--- src/rtl/cla_pkg.sv ---
// -----------------------------------------------------------------------------
// cla_pkg
//
// Shared definitions for the pipelined carry-lookahead adder:
//   - default operand width and per-stage slice width
//   - cla_stages(): number of pipeline stages for a WIDTH/BLOCK pair
//   - cla_ctl_t:    per-stage control word carried down the pipeline
//
// A stage register holds one cla_ctl_t plus the partial sum and the operand
// words. The operand words still hold their upper, not-yet-resolved bits.
// The control word holds the valid bit, the carry into the next slice, and
// the propagate/generate accumulated over the slices resolved so far.
// -----------------------------------------------------------------------------
package cla_pkg;

   localparam int CLA_DEF_WIDTH = 32;
   localparam int CLA_DEF_BLOCK = 8;

   typedef struct packed {
      logic valid;   // beat present in this stage (0 = bubble)
      logic carry;   // carry into the next unresolved slice
      logic pacc;    // AND of the slice propagates resolved so far
      logic gacc;    // group generate of the bits resolved so far, Cin excluded
   } cla_ctl_t;

   // One pipeline stage per BLOCK-bit slice. A bad configuration returns 0,
   // and the top level also rejects it at elaboration.
   function automatic int cla_stages(input int width, input int block);
      if ((block < 1) || (width < block) || ((width % block) != 0)) begin
         return 0;
      end
      return width / block;
   endfunction

endpackage

--- src/rtl/cla_block.sv ---
// -----------------------------------------------------------------------------
// cla_block
//
// Purely combinational BLOCK-bit carry-lookahead slice.
// Each carry comes from the prefix group generate/propagate, so no carry
// ripples through the bits.
//
// Ports:
//   a, b  in  BLOCK  slice operands (b is already inverted for subtraction)
//   ci    in  1      carry into bit 0 of the slice
//   s     out BLOCK  slice sum
//   co    out 1      carry out of the slice MSB
//   p     out 1      slice group propagate (AND of a^b)
//   g     out 1      slice group generate (ci excluded)
// -----------------------------------------------------------------------------
module cla_block #(
   parameter int BLOCK = 8
) (
   input  logic [BLOCK-1:0] a,
   input  logic [BLOCK-1:0] b,
   input  logic             ci,
   output logic [BLOCK-1:0] s,
   output logic             co,
   output logic             p,
   output logic             g
);

   logic [BLOCK-1:0] bit_p;   // per-bit propagate
   logic [BLOCK-1:0] bit_g;   // per-bit generate
   logic [BLOCK-1:0] pre_p;   // group propagate over bits [i:0]
   logic [BLOCK-1:0] pre_g;   // group generate over bits [i:0]
   logic [BLOCK:0]   carry;   // carry into bit i; carry[BLOCK] is the slice carry out

   assign bit_p = a ^ b;
   assign bit_g = a & b;

   always_comb begin
      // NOTE: every variable written here gets a value before any branch or
      // loop can skip it, so this block never infers a latch.
      pre_p = '0;
      pre_g = '0;
      carry = '0;

      // NOTE: blocking assignments are deliberate here. Each prefix term
      // reads the term written one iteration earlier in the same pass.
      pre_p[0] = bit_p[0];
      pre_g[0] = bit_g[0];
      for (int i = 1; i < BLOCK; i++) begin
         pre_p[i] = bit_p[i] & pre_p[i-1];
         pre_g[i] = bit_g[i] | (bit_p[i] & pre_g[i-1]);
      end

      // Every carry is a two-level function of ci and the prefix terms.
      carry[0] = ci;
      for (int i = 0; i < BLOCK; i++) begin
         carry[i+1] = pre_g[i] | (pre_p[i] & ci);
      end
   end

   assign s  = bit_p ^ carry[BLOCK-1:0];
   assign co = carry[BLOCK];
   assign p  = pre_p[BLOCK-1];
   assign g  = pre_g[BLOCK-1];

endmodule

--- src/rtl/pipelined_cla_adder.sv ---
// -----------------------------------------------------------------------------
// pipelined_cla_adder
//
// Streaming, parametrised carry-lookahead adder/subtractor.
// A WIDTH-bit operation is split into STAGES = WIDTH/BLOCK slices.
// Stage k resolves bits [k*BLOCK +: BLOCK] using the carry registered by
// stage k-1. Latency is STAGES cycles and throughput is one beat per cycle.
// The whole pipeline stalls together: advance = ~out_valid | out_ready.
//
// Parameters:
//   WIDTH  operand/sum width (multiple of BLOCK)
//   BLOCK  bits resolved per pipeline stage
//
// Ports:
//   clk        in  1      clock, rising edge
//   reset      in  1      synchronous active-high reset
//   in_valid   in  1      operand beat valid
//   in_ready   out 1      beat accepted this cycle when in_valid is high
//   A, B       in  WIDTH  operands
//   Cin        in  1      carry in (ignored when sub=1)
//   sub        in  1      0: A+B+Cin   1: A-B
//   out_valid  out 1      result valid
//   out_ready  in  1      consumer accepts the result
//   S          out WIDTH  sum / difference
//   Cout       out 1      carry out of MSB (sub: 1 = no borrow)
//   P          out 1      group propagate over WIDTH
//   G          out 1      group generate over WIDTH, Cin excluded
//   ovf        out 1      two's-complement overflow; present only when
//                         PIPELINED_CLA_OVF_EN is defined
//
// Compile-time option: PIPELINED_CLA_OVF_EN adds the ovf port and its
// pipeline register.
// -----------------------------------------------------------------------------
module pipelined_cla_adder
   import cla_pkg::*;
#(
   parameter int WIDTH = CLA_DEF_WIDTH,
   parameter int BLOCK = CLA_DEF_BLOCK
) (
   input  logic             clk,
   input  logic             reset,
   input  logic             in_valid,
   output logic             in_ready,
   input  logic [WIDTH-1:0] A,
   input  logic [WIDTH-1:0] B,
   input  logic             Cin,
   input  logic             sub,
   output logic             out_valid,
   input  logic             out_ready,
   output logic [WIDTH-1:0] S,
   output logic             Cout,
   output logic             P,
   output logic             G
`ifdef PIPELINED_CLA_OVF_EN
   ,
   output logic             ovf
`endif
);

   localparam int STAGES = cla_stages(WIDTH, BLOCK);
   localparam int LAST   = STAGES - 1;

   if ((BLOCK < 1) || (WIDTH < BLOCK) || ((WIDTH % BLOCK) != 0)) begin : g_cfg_error
      $error("pipelined_cla_adder: WIDTH (%0d) must be a positive multiple of BLOCK (%0d)",
             WIDTH, BLOCK);
   end

   // Values entering stage k. They come from the ports for k=0 and from
   // stage register k-1 otherwise.
   logic [WIDTH-1:0] stage_a   [STAGES];
   logic [WIDTH-1:0] stage_b   [STAGES];
   logic [WIDTH-1:0] stage_sum [STAGES];
   cla_ctl_t         stage_ctl [STAGES];

   // Next-state of each stage register.
   logic [WIDTH-1:0] sum_d [STAGES];
   cla_ctl_t         ctl_d [STAGES];

   // Stage registers. The operand registers of the last stage are never
   // loaded: nothing downstream needs them.
   logic [WIDTH-1:0] sum_q [STAGES];
   logic [WIDTH-1:0] opa_q [STAGES];
   logic [WIDTH-1:0] opb_q [STAGES];
   cla_ctl_t         ctl_q [STAGES];

`ifdef PIPELINED_CLA_OVF_EN
   logic ovf_q;
`endif

   logic advance;

   // A result that is not yet taken blocks the whole pipeline, input included.
   assign out_valid = ctl_q[LAST].valid;
   assign advance   = ~out_valid | out_ready;
   assign in_ready  = advance;

   for (genvar k = 0; k < STAGES; k++) begin : g_stage
      logic [BLOCK-1:0] blk_s;
      logic             blk_co;
      logic             blk_p;
      logic             blk_g;

      if (k == 0) begin : g_head
         // Subtraction is A + ~B + 1. Beff and c0 are captured with the beat.
         assign stage_a[k]   = A;
         assign stage_b[k]   = sub ? ~B : B;
         assign stage_sum[k] = '0;
         assign stage_ctl[k] = '{valid: in_valid, carry: sub | Cin, pacc: 1'b1, gacc: 1'b0};
      end else begin : g_body
         assign stage_a[k]   = opa_q[k-1];
         assign stage_b[k]   = opb_q[k-1];
         assign stage_sum[k] = sum_q[k-1];
         assign stage_ctl[k] = ctl_q[k-1];
      end

      cla_block #(
         .BLOCK (BLOCK)
      ) u_block (
         .a  (stage_a[k][k*BLOCK +: BLOCK]),
         .b  (stage_b[k][k*BLOCK +: BLOCK]),
         .ci (stage_ctl[k].carry),
         .s  (blk_s),
         .co (blk_co),
         .p  (blk_p),
         .g  (blk_g)
      );

      // Sum bits at and above this slice are still zero in the incoming
      // partial sum, so OR-ing the slice result in is enough.
      assign sum_d[k] = stage_sum[k] | (WIDTH'(blk_s) << (k*BLOCK));

      // The new slice is more significant than everything accumulated so
      // far, so its generate takes priority over the accumulated one.
      assign ctl_d[k] = '{valid: stage_ctl[k].valid,
                          carry: blk_co,
                          pacc:  stage_ctl[k].pacc & blk_p,
                          gacc:  blk_g | (blk_p & stage_ctl[k].gacc)};

      if (k < LAST) begin : g_mid
         // NOTE: sequential state is written only with non-blocking
         // assignments, so every stage samples the pre-edge value of its
         // neighbour.
         always_ff @(posedge clk) begin
            // NOTE: only the valid bit of an inner stage is reset. The data
            // behind a cleared valid bit is never observed, so resetting it
            // would only add reset fan-out.
            if (reset) begin
               ctl_q[k].valid <= 1'b0;
            end else if (advance) begin
               if (stage_ctl[k].valid) begin
                  ctl_q[k] <= ctl_d[k];
                  sum_q[k] <= sum_d[k];
                  opa_q[k] <= stage_a[k];
                  opb_q[k] <= stage_b[k];
               end else begin
                  ctl_q[k].valid <= 1'b0;
               end
            end
         end
      end else begin : g_out
         // The output stage is fully reset. It keeps S/Cout/P/G when a
         // bubble passes through, so the data load is gated by the valid bit.
         always_ff @(posedge clk) begin
            if (reset) begin
               ctl_q[k] <= '0;
               sum_q[k] <= '0;
            end else if (advance) begin
               if (stage_ctl[k].valid) begin
                  ctl_q[k] <= ctl_d[k];
                  sum_q[k] <= sum_d[k];
               end else begin
                  ctl_q[k].valid <= 1'b0;
               end
            end
         end

`ifdef PIPELINED_CLA_OVF_EN
         // Recover the carry into the MSB from the MSB sum equation.
         logic msb_carry_in;
         assign msb_carry_in = stage_a[k][WIDTH-1] ^ stage_b[k][WIDTH-1] ^ sum_d[k][WIDTH-1];

         always_ff @(posedge clk) begin
            if (reset) begin
               ovf_q <= 1'b0;
            end else if (advance && stage_ctl[k].valid) begin
               ovf_q <= msb_carry_in ^ blk_co;
            end
         end
`endif
      end
   end

   assign S    = sum_q[LAST];
   assign Cout = ctl_q[LAST].carry;
   assign P    = ctl_q[LAST].pacc;
   assign G    = ctl_q[LAST].gacc;

`ifdef PIPELINED_CLA_OVF_EN
   assign ovf = ovf_q;
`endif

endmodule

--- config.mk ---
export PLATFORM = sky130hd
export DESIGN_NAME = pipelined_cla_adder
export DESIGN_NICKNAME = d
export VERILOG_FILES = /design/src/rtl/cla_pkg.sv /design/src/rtl/cla_block.sv /design/src/rtl/pipelined_cla_adder.sv
export SDC_FILE = /design/constraint.sdc
export NUM_CORES = 1
export LEC_CHECK = 0
export ABC_AREA = 1
export CAP_MARGIN = 15
export CORE_ASPECT_RATIO = 1.2
export CORE_MARGIN = 2
export CORE_UTILIZATION = 40
export DETAILED_ROUTE_END_ITERATION = 8
export GPL_TIMING_DRIVEN = 0
export PLACE_DENSITY_LB_ADDON = 0.05
export REMOVE_ABC_BUFFERS = 1
export SLEW_MARGIN = 0
export SYNTH_ARGS = -nofsm -noshare
export SYNTH_HDL_FRONTEND = slang
export SYNTH_HIERARCHICAL = 1
export SYNTH_SLANG_ARGS = --single-unit
--- constraint.sdc ---
create_clock -name clk -period 4.08 [get_ports clk]
set_input_delay 0.408 -clock clk [delete_from_list [all_inputs] [get_ports clk]]
set_output_delay 0.408 -clock clk [all_outputs]
set_load 0.01 [all_outputs]
# --- Yosys cells after proc, flatten, opt, wreduce, memory -nomap -nowiden ---
# Memory sizes are Yosys's and may differ from the RTL's.
# Index checks and enable logic that the tools add are counted.
classes:
  muxes: 44
  bitwise: 185
op_table:
  columns: ["operator", "n"]
  rows:
  - ["$and A1 B1 Y1", 94]
  - ["$or A1 B1 Y1", 74]
  - ["$mux W32", 2]
  - ["$xor A8 B8 Y8", 8]
  - ["$mux W1", 41]
  - ["$and A8 B8 Y8", 4]
  - ["$not A32 Y32", 1]
  - ["$or A32 B16 Y32", 1]
  - ["$or A32 B24 Y32", 1]
  - ["$or A32 B32 Y32", 1]
  - ["$mux W4", 1]
  - ["$not A1 Y1", 1]
totals:
  ram_bits: 400
  mem_count: 4
  inputBits: 70
  out_inout_bits: 37
  reg_bits: 0
memory_table:
  columns: ["memory", "depth", "word_bits", "read_ports", "rd_clocked_by_memory_dff", "write_ports", "line_no", "source"]
  rows:
  - ["opa_q", 4, 32, 3, 0, 3, "pipelined_cla_adder.sv:82", "logic [WIDTH-1:0] opa_q [STAGES];"]
  - ["opb_q", 4, 32, 3, 0, 3, "pipelined_cla_adder.sv:83", "logic [WIDTH-1:0] opb_q [STAGES];"]
  - ["sum_q", 4, 32, 4, 0, 4, "pipelined_cla_adder.sv:81", "logic [WIDTH-1:0] sum_q [STAGES];"]
  - ["ctl_q", 4, 4, 4, 0, 4, "pipelined_cla_adder.sv:84", "cla_ctl_t ctl_q [STAGES];"]

# --- Longest topological paths before layout ---
# An unclocked memory read counts as a cell.
logic_depth:
  word_depth: 19
  mapped_depth: 18
  depth_no_buf: 17

# --- Hierarchy ---
# Netlist, hierarchy kept.
modules_own_cells:
  columns: ["mod", "area_each_um2", "cells_each", "instances", "seq_area_each_um2"]
  rows:
  - ["pipelined_cla_adder", 6597.6, 331, 1, 5765.5]
  - ["cla_block at g_stage[1].u_block ...", 366.6, 55, 3, 0.0]
  - ["cla_block at g_stage[0].u_block", 364.1, 54, 1, 0.0]

# --- Worst setup path after synthesis ---
# Ideal clock, no wire load.
synth_path:
  path_kind: "flip-flop to flip-flop"
  startpoint: "memory ctl_q[3][3] in the netlist's numbering"
  endpoint: "memory ctl_q[0][0] in the netlist's numbering, enable pin"
  period_less_slack_ps: 3705
  setup_ps: 476
  n_path_buf: 0
  stages_incl_launch_ff: 4
  slack_ps: 375
  t_required_ps: 3604
  arrival_time_ps: 3229
  path_cell_list: "edfxtp_1 nand2_2 nand2_1 nor2_1"
synth_rtl:
  columns: ["element", "line_no"]
  rows:
  - ["start, declared", "pipelined_cla_adder.sv:84"]

==> Implementation_results.wiki <==
{| class="wikitable"
! Metric !! Value
|-
| I/O pin count || 107
|-
| Buffer count from post-CTS setup fixing || 0
|-
| Power share of the clock group || 0.376
|-
| Highest fanout seen on the critical path || 20
|-
| Fin. max-slew vios || 0
|-
| Number of global-route vias before repair || 4,225
|-
| Final period utilization || 0.5537
|-
| Relative contribution of combinational cells to total power || 0.093
|-
| # Max-Cap Violations || 0
|-
| Category of the critical setup timing path || input pin to flop
|-
| Root buffer cell || sky130_fd_sc_hd__clkbuf_16
|-
| Crit path top cell by count || sky130_fd_sc_hd__nand2_2
|-
| Total wire length after detailed routing || 12.76 mm
|-
| Class of the tightest hold or removal check || flop to flop
|-
| Inst Count DP || 915
|-
| Die outline area || 21,310 sq um
|-
| Dpl ws || 1.320 ns
|-
| Global-route wire length before repair || 20.75 mm
|-
| Cell-internal power || 3396 uW
|-
| Clock slew seen by the registers of the worst setup and hold paths || 0.07 ns
|-
| Total inserted antenna cells || 0
|-
| NetSw || 963.7 uW
|-
| Distinct cell type count of the synthesized netlist || 28
|-
| Layout area overhead || 25.17%
|-
| Ratio of total power to cell area || 432.1 nW/um^2
|-
| Maximum VDD drop || 279.3 uV
|-
| Timing-limited maximum frequency || 0.4426 GHz
|-
| Number of antenna violations at the first check in global routing || 0
|-
| Die height || 159.5 um
|-
| Number of failing hold endpoints at the final stage || 0
|-
| Crit path to || sum_q[0][7]
|-
| Fraction of layout instances using a drive strength above 1 || 0.1647
|-
| Endpoint required time on the critical path || 4.26 ns
|-
| Sort of element at the start of the critical path || input pin
|-
| Share of the core filled with cells || 0.5125
|-
| Net count reported at finish || 779
|-
| Detailed-route DRC error count || 0
|-
| Run status || completed
|-
| Arr. time, crit path || 2.44 ns
|-
| CTS H-tree depth || 4
|-
| Endpoint type of the worst setup path || flop
|-
| Total clock buffers created by CTS || 17
|-
| Resized cells post-CTS || 0
|-
| Multi-input logic area || 1954 sq um
|-
| Post-layout instance count excluding filler cells || 947
|-
| Post-synthesis register bit count || 192
|-
| CP max-delay cell || sky130_fd_sc_hd__buf_2
|-
| LEAKAGE || 0.003862 uW
|-
| Final RePlAce weighted congestion || 0.7581
|-
| Port bufs || 106
|-
| Critical path origin || sub
|-
| Number of buffers added to fix hold violations after cts || 0
|-
| Vias after detailed routing || 4,136
|-
| Overall overflow remaining after global route || 0
|-
| Core area || 19,690 sq um
|-
| Fill cell count || 1,683
|-
| Clock tree from TritonCTS || done
|-
| Relative contribution of sequential cells to total power || 0.531
|-
| Worst-Skew Late Latency || 0.42 ns
|-
| Pre-antenna DRT Iters || 7
|-
| Worst R2R Start || ctl_q[3][3]
|-
| Row count || 56
|-
| Final standard cell area without fillers || 10,090 sq um
|-
| Total number of clock tree sinks || 192
|-
| Number of buffers on the longest clock path || 2
|-
| Post-Syn Area || 8061 sq um
|-
| Sequential cell area in the final layout || 5766 sq um
|-
| Final ANT Viol Nets || 0
|-
| Switch share || 0.2210
|-
| Worst setup slack for register-to-register paths || 1.94 ns
|-
| Final critical-path setup slack || 1.821 ns
|-
| DP Wirelength || 9.280 mm
|-
| Total power || 4360 uW
|-
| Pin count of the biggest net entering global routing || 37
|-
| Area after DPL || 9503 sq um
|-
| Clock skew after layout || 0.01130 ns
|-
| Mean post-synth cell area || 14.66 sq um
|-
| # setup viols final || 0
|-
| Initial core utilization || 0.4094
|-
| RSZ-0062 raised after global routing || no
|-
| Count of cells along the worst register-to-register path || 4
|-
| Mean routed wirelength per cell || 13.48 um
|-
| R2r endpoint || opa_q[0][10]
|-
| Sequential cell area fraction in the yosys report || 0.7152
|-
| Slowest Stage Delay on Critical Path || 0.40 ns
|-
| Crit-path cells || buf_2 -> buf_12 -> xor2_1 -> ha_1 -> nand2_1 -> inv_1 -> nand4_1 -> nand3_2 -> nand2_2 -> nand2_2 -> nand2_2 -> nand2_2 -> nand2_2 -> nand2_1 -> nand2_1 -> nand2_1
|-
| Total global routing track utilization || 0.1278
|-
| Minimum clock period || 2.259 ns
|-
| Worst rel slew slack || 0.4496
|-
| Count of mapped cells out of synthesis || 550
|-
| Yosys synthesis warning count || 6
|-
| Post-detailed-route via-to-cell ratio || 4.367
|-
| Width of the chip || 133.6 um
|-
| Slew at the pin closest to its max-slew limit || 0.8237 ns
|-
| Number of violations reported at the end of detailed-routing iteration 0 || 243
|}
registers in the layout, summed over array words and instances (netlist names):
register,cells
sum_q,80
ctl_q,16
opb_q,48
opa_q,48
how the worst min path moves through the flow:
stage	startpoint	endpoint	slack [ns]	cells after the start
2_1_floorplan	opa_q[0][16]	opa_q[0][48]	0.40	0
3_3_place_gp	opb_q[0][22]	opb_q[0][54]	0.40	0
3_5_place_dp	opa_q[0][25]	opa_q[0][57]	0.40	0
4_1_cts	sum_q[1][3]	sum_q[2][3]	0.42	0
5_1_grt	opa_q[0][29]	opa_q[0][61]	0.43	0
6_report	sum_q[1][3]	sum_q[2][3]	0.42	0
critical path: cells and delay by family:
kind / cells / cell delay, ns
and+or+nand+nor: 11 / 0.74
buffers and inverters: 3 / 0.70
adders and majority gates: 1 / 0.29
xor gates and xnor gates: 1 / 0.28
final cells by class:
| cell class | count | share of cell area |
|---|---|---|
| Clock inverter | 14 | 0.01575 |
| Timing Repair Buffer | 111 | 0.1146 |
| Multi-Input combinational cell | 272 | 0.1937 |
| Tap cell | 261 | 0.03236 |
| Inverter | 79 | 0.02976 |
| Clock buffer | 18 | 0.04253 |
| Sequential cell | 192 | 0.5714 |
routing by layer:
layer  up-vias  track usage  share of wire
li1       2117            -              -
met1      1930       0.1472           0.42
met2        75       0.2254           0.52
met3        14      0.03502          0.036
met4         0      0.04932          0.017
met5         -            0              0
power groups by stage:
| stage | Sequential, uW | Clock, uW | Combinational (uW) |
|---|---|---|---|
| 2_1_floorplan | 2370 | 0 | 213 |
| 3_3_place_gp | 2370 | 0 | 391 |
| 3_5_place_dp | 2360 | 0 | 414 |
| 4_1_cts | 2320 | 1690 | 416 |
| 5_1_grt | 2320 | 1770 | 457 |
| 6_report | 2320 | 1640 | 407 |
stage by stage:
stage               setup TNS [ns]  hold WS (ns)
floorplan                        0        0.4003
global placement           -183.70        0.4022
detailed placement               0        0.4045
CTS                              0        0.4202
global route                     0        0.4255
finish                           0        0.4172
Yosys cell counts:
cell | n | area, sq um
sky130_fd_sc_hd__inv_1 | 73 | 274.0
sky130_fd_sc_hd__ha_1 | 32 | 400.4
sky130_fd_sc_hd__nor2_1 | 13 | 48.80
sky130_fd_sc_hd__nand2_1 | 54 | 202.7
sky130_fd_sc_hd__o21ai_0 | 1 | 5.000
sky130_fd_sc_hd__edfxtp_1 | 192 | 5766
sky130_fd_sc_hd__nand3_1 | 16 | 80.08
sky130_fd_sc_hd__nand4_1 | 4 | 25.02
sky130_fd_sc_hd__buf_4 | 1 | 7.510
sky130_fd_sc_hd__fa_1 | 4 | 80.08
sky130_fd_sc_hd__o21ai_1 | 3 | 15.01
sky130_fd_sc_hd__nor4b_1 | 1 | 8.760
sky130_fd_sc_hd__xor2_1 | 52 | 455.4
sky130_fd_sc_hd__buf_6 | 6 | 67.56
sky130_fd_sc_hd__a221oi_1 | 1 | 8.760
sky130_fd_sc_hd__xnor2_1 | 4 | 35.03
sky130_fd_sc_hd__nand3_4 | 1 | 17.52
sky130_fd_sc_hd__nand3_2 | 4 | 40.04
sky130_fd_sc_hd__nor2_2 | 32 | 200.2
sky130_fd_sc_hd__inv_2 | 3 | 11.26
sky130_fd_sc_hd__nand2_2 | 28 | 175.2
sky130_fd_sc_hd__nor3_1 | 3 | 15.01
sky130_fd_sc_hd__a31oi_1 | 3 | 18.77
sky130_fd_sc_hd__nand3b_1 | 1 | 7.510
sky130_fd_sc_hd__a21o_1 | 2 | 15.01
sky130_fd_sc_hd__or2_2 | 1 | 6.260
sky130_fd_sc_hd__clkinvlp_2 | 3 | 15.01
sky130_fd_sc_hd__a21oi_1 | 12 | 60.06
cells by family (layout without fill, tap and decap cells):
logic type	after synthesis	after routing	synth area share
AOI/OAI and AO/OA	22	22	0.01521
buffers and inverters	86	222	0.04656
xor gates and xnor gates	56	56	0.06084
adders and majority gates	36	36	0.05960
DFF	192	192	0.7152
and+or+nand+nor	158	158	0.1026
cells in the final DEF, fill, tap and decap left out, types with 4 or more instances in the layout:
master / count
sky130_fd_sc_hd__edfxtp_1: 192
sky130_fd_sc_hd__clkdlybuf4s50_1: 105
sky130_fd_sc_hd__inv_1: 73
sky130_fd_sc_hd__nand2_1: 54
sky130_fd_sc_hd__xor2_1: 52
sky130_fd_sc_hd__nor2_2: 32
sky130_fd_sc_hd__ha_1: 32
sky130_fd_sc_hd__nand2_2: 28
sky130_fd_sc_hd__clkbuf_16: 17
sky130_fd_sc_hd__nand3_1: 16
sky130_fd_sc_hd__a21oi_1: 12
sky130_fd_sc_hd__nor2_1: 10
sky130_fd_sc_hd__buf_12: 5
sky130_fd_sc_hd__clkinv_4: 4
sky130_fd_sc_hd__clkinvlp_4: 4
sky130_fd_sc_hd__nand4_1: 4
sky130_fd_sc_hd__nand3_2: 4
sky130_fd_sc_hd__xnor2_1: 4
sky130_fd_sc_hd__fa_1: 4
Note: power is estimated with default switching activity, not from simulation.
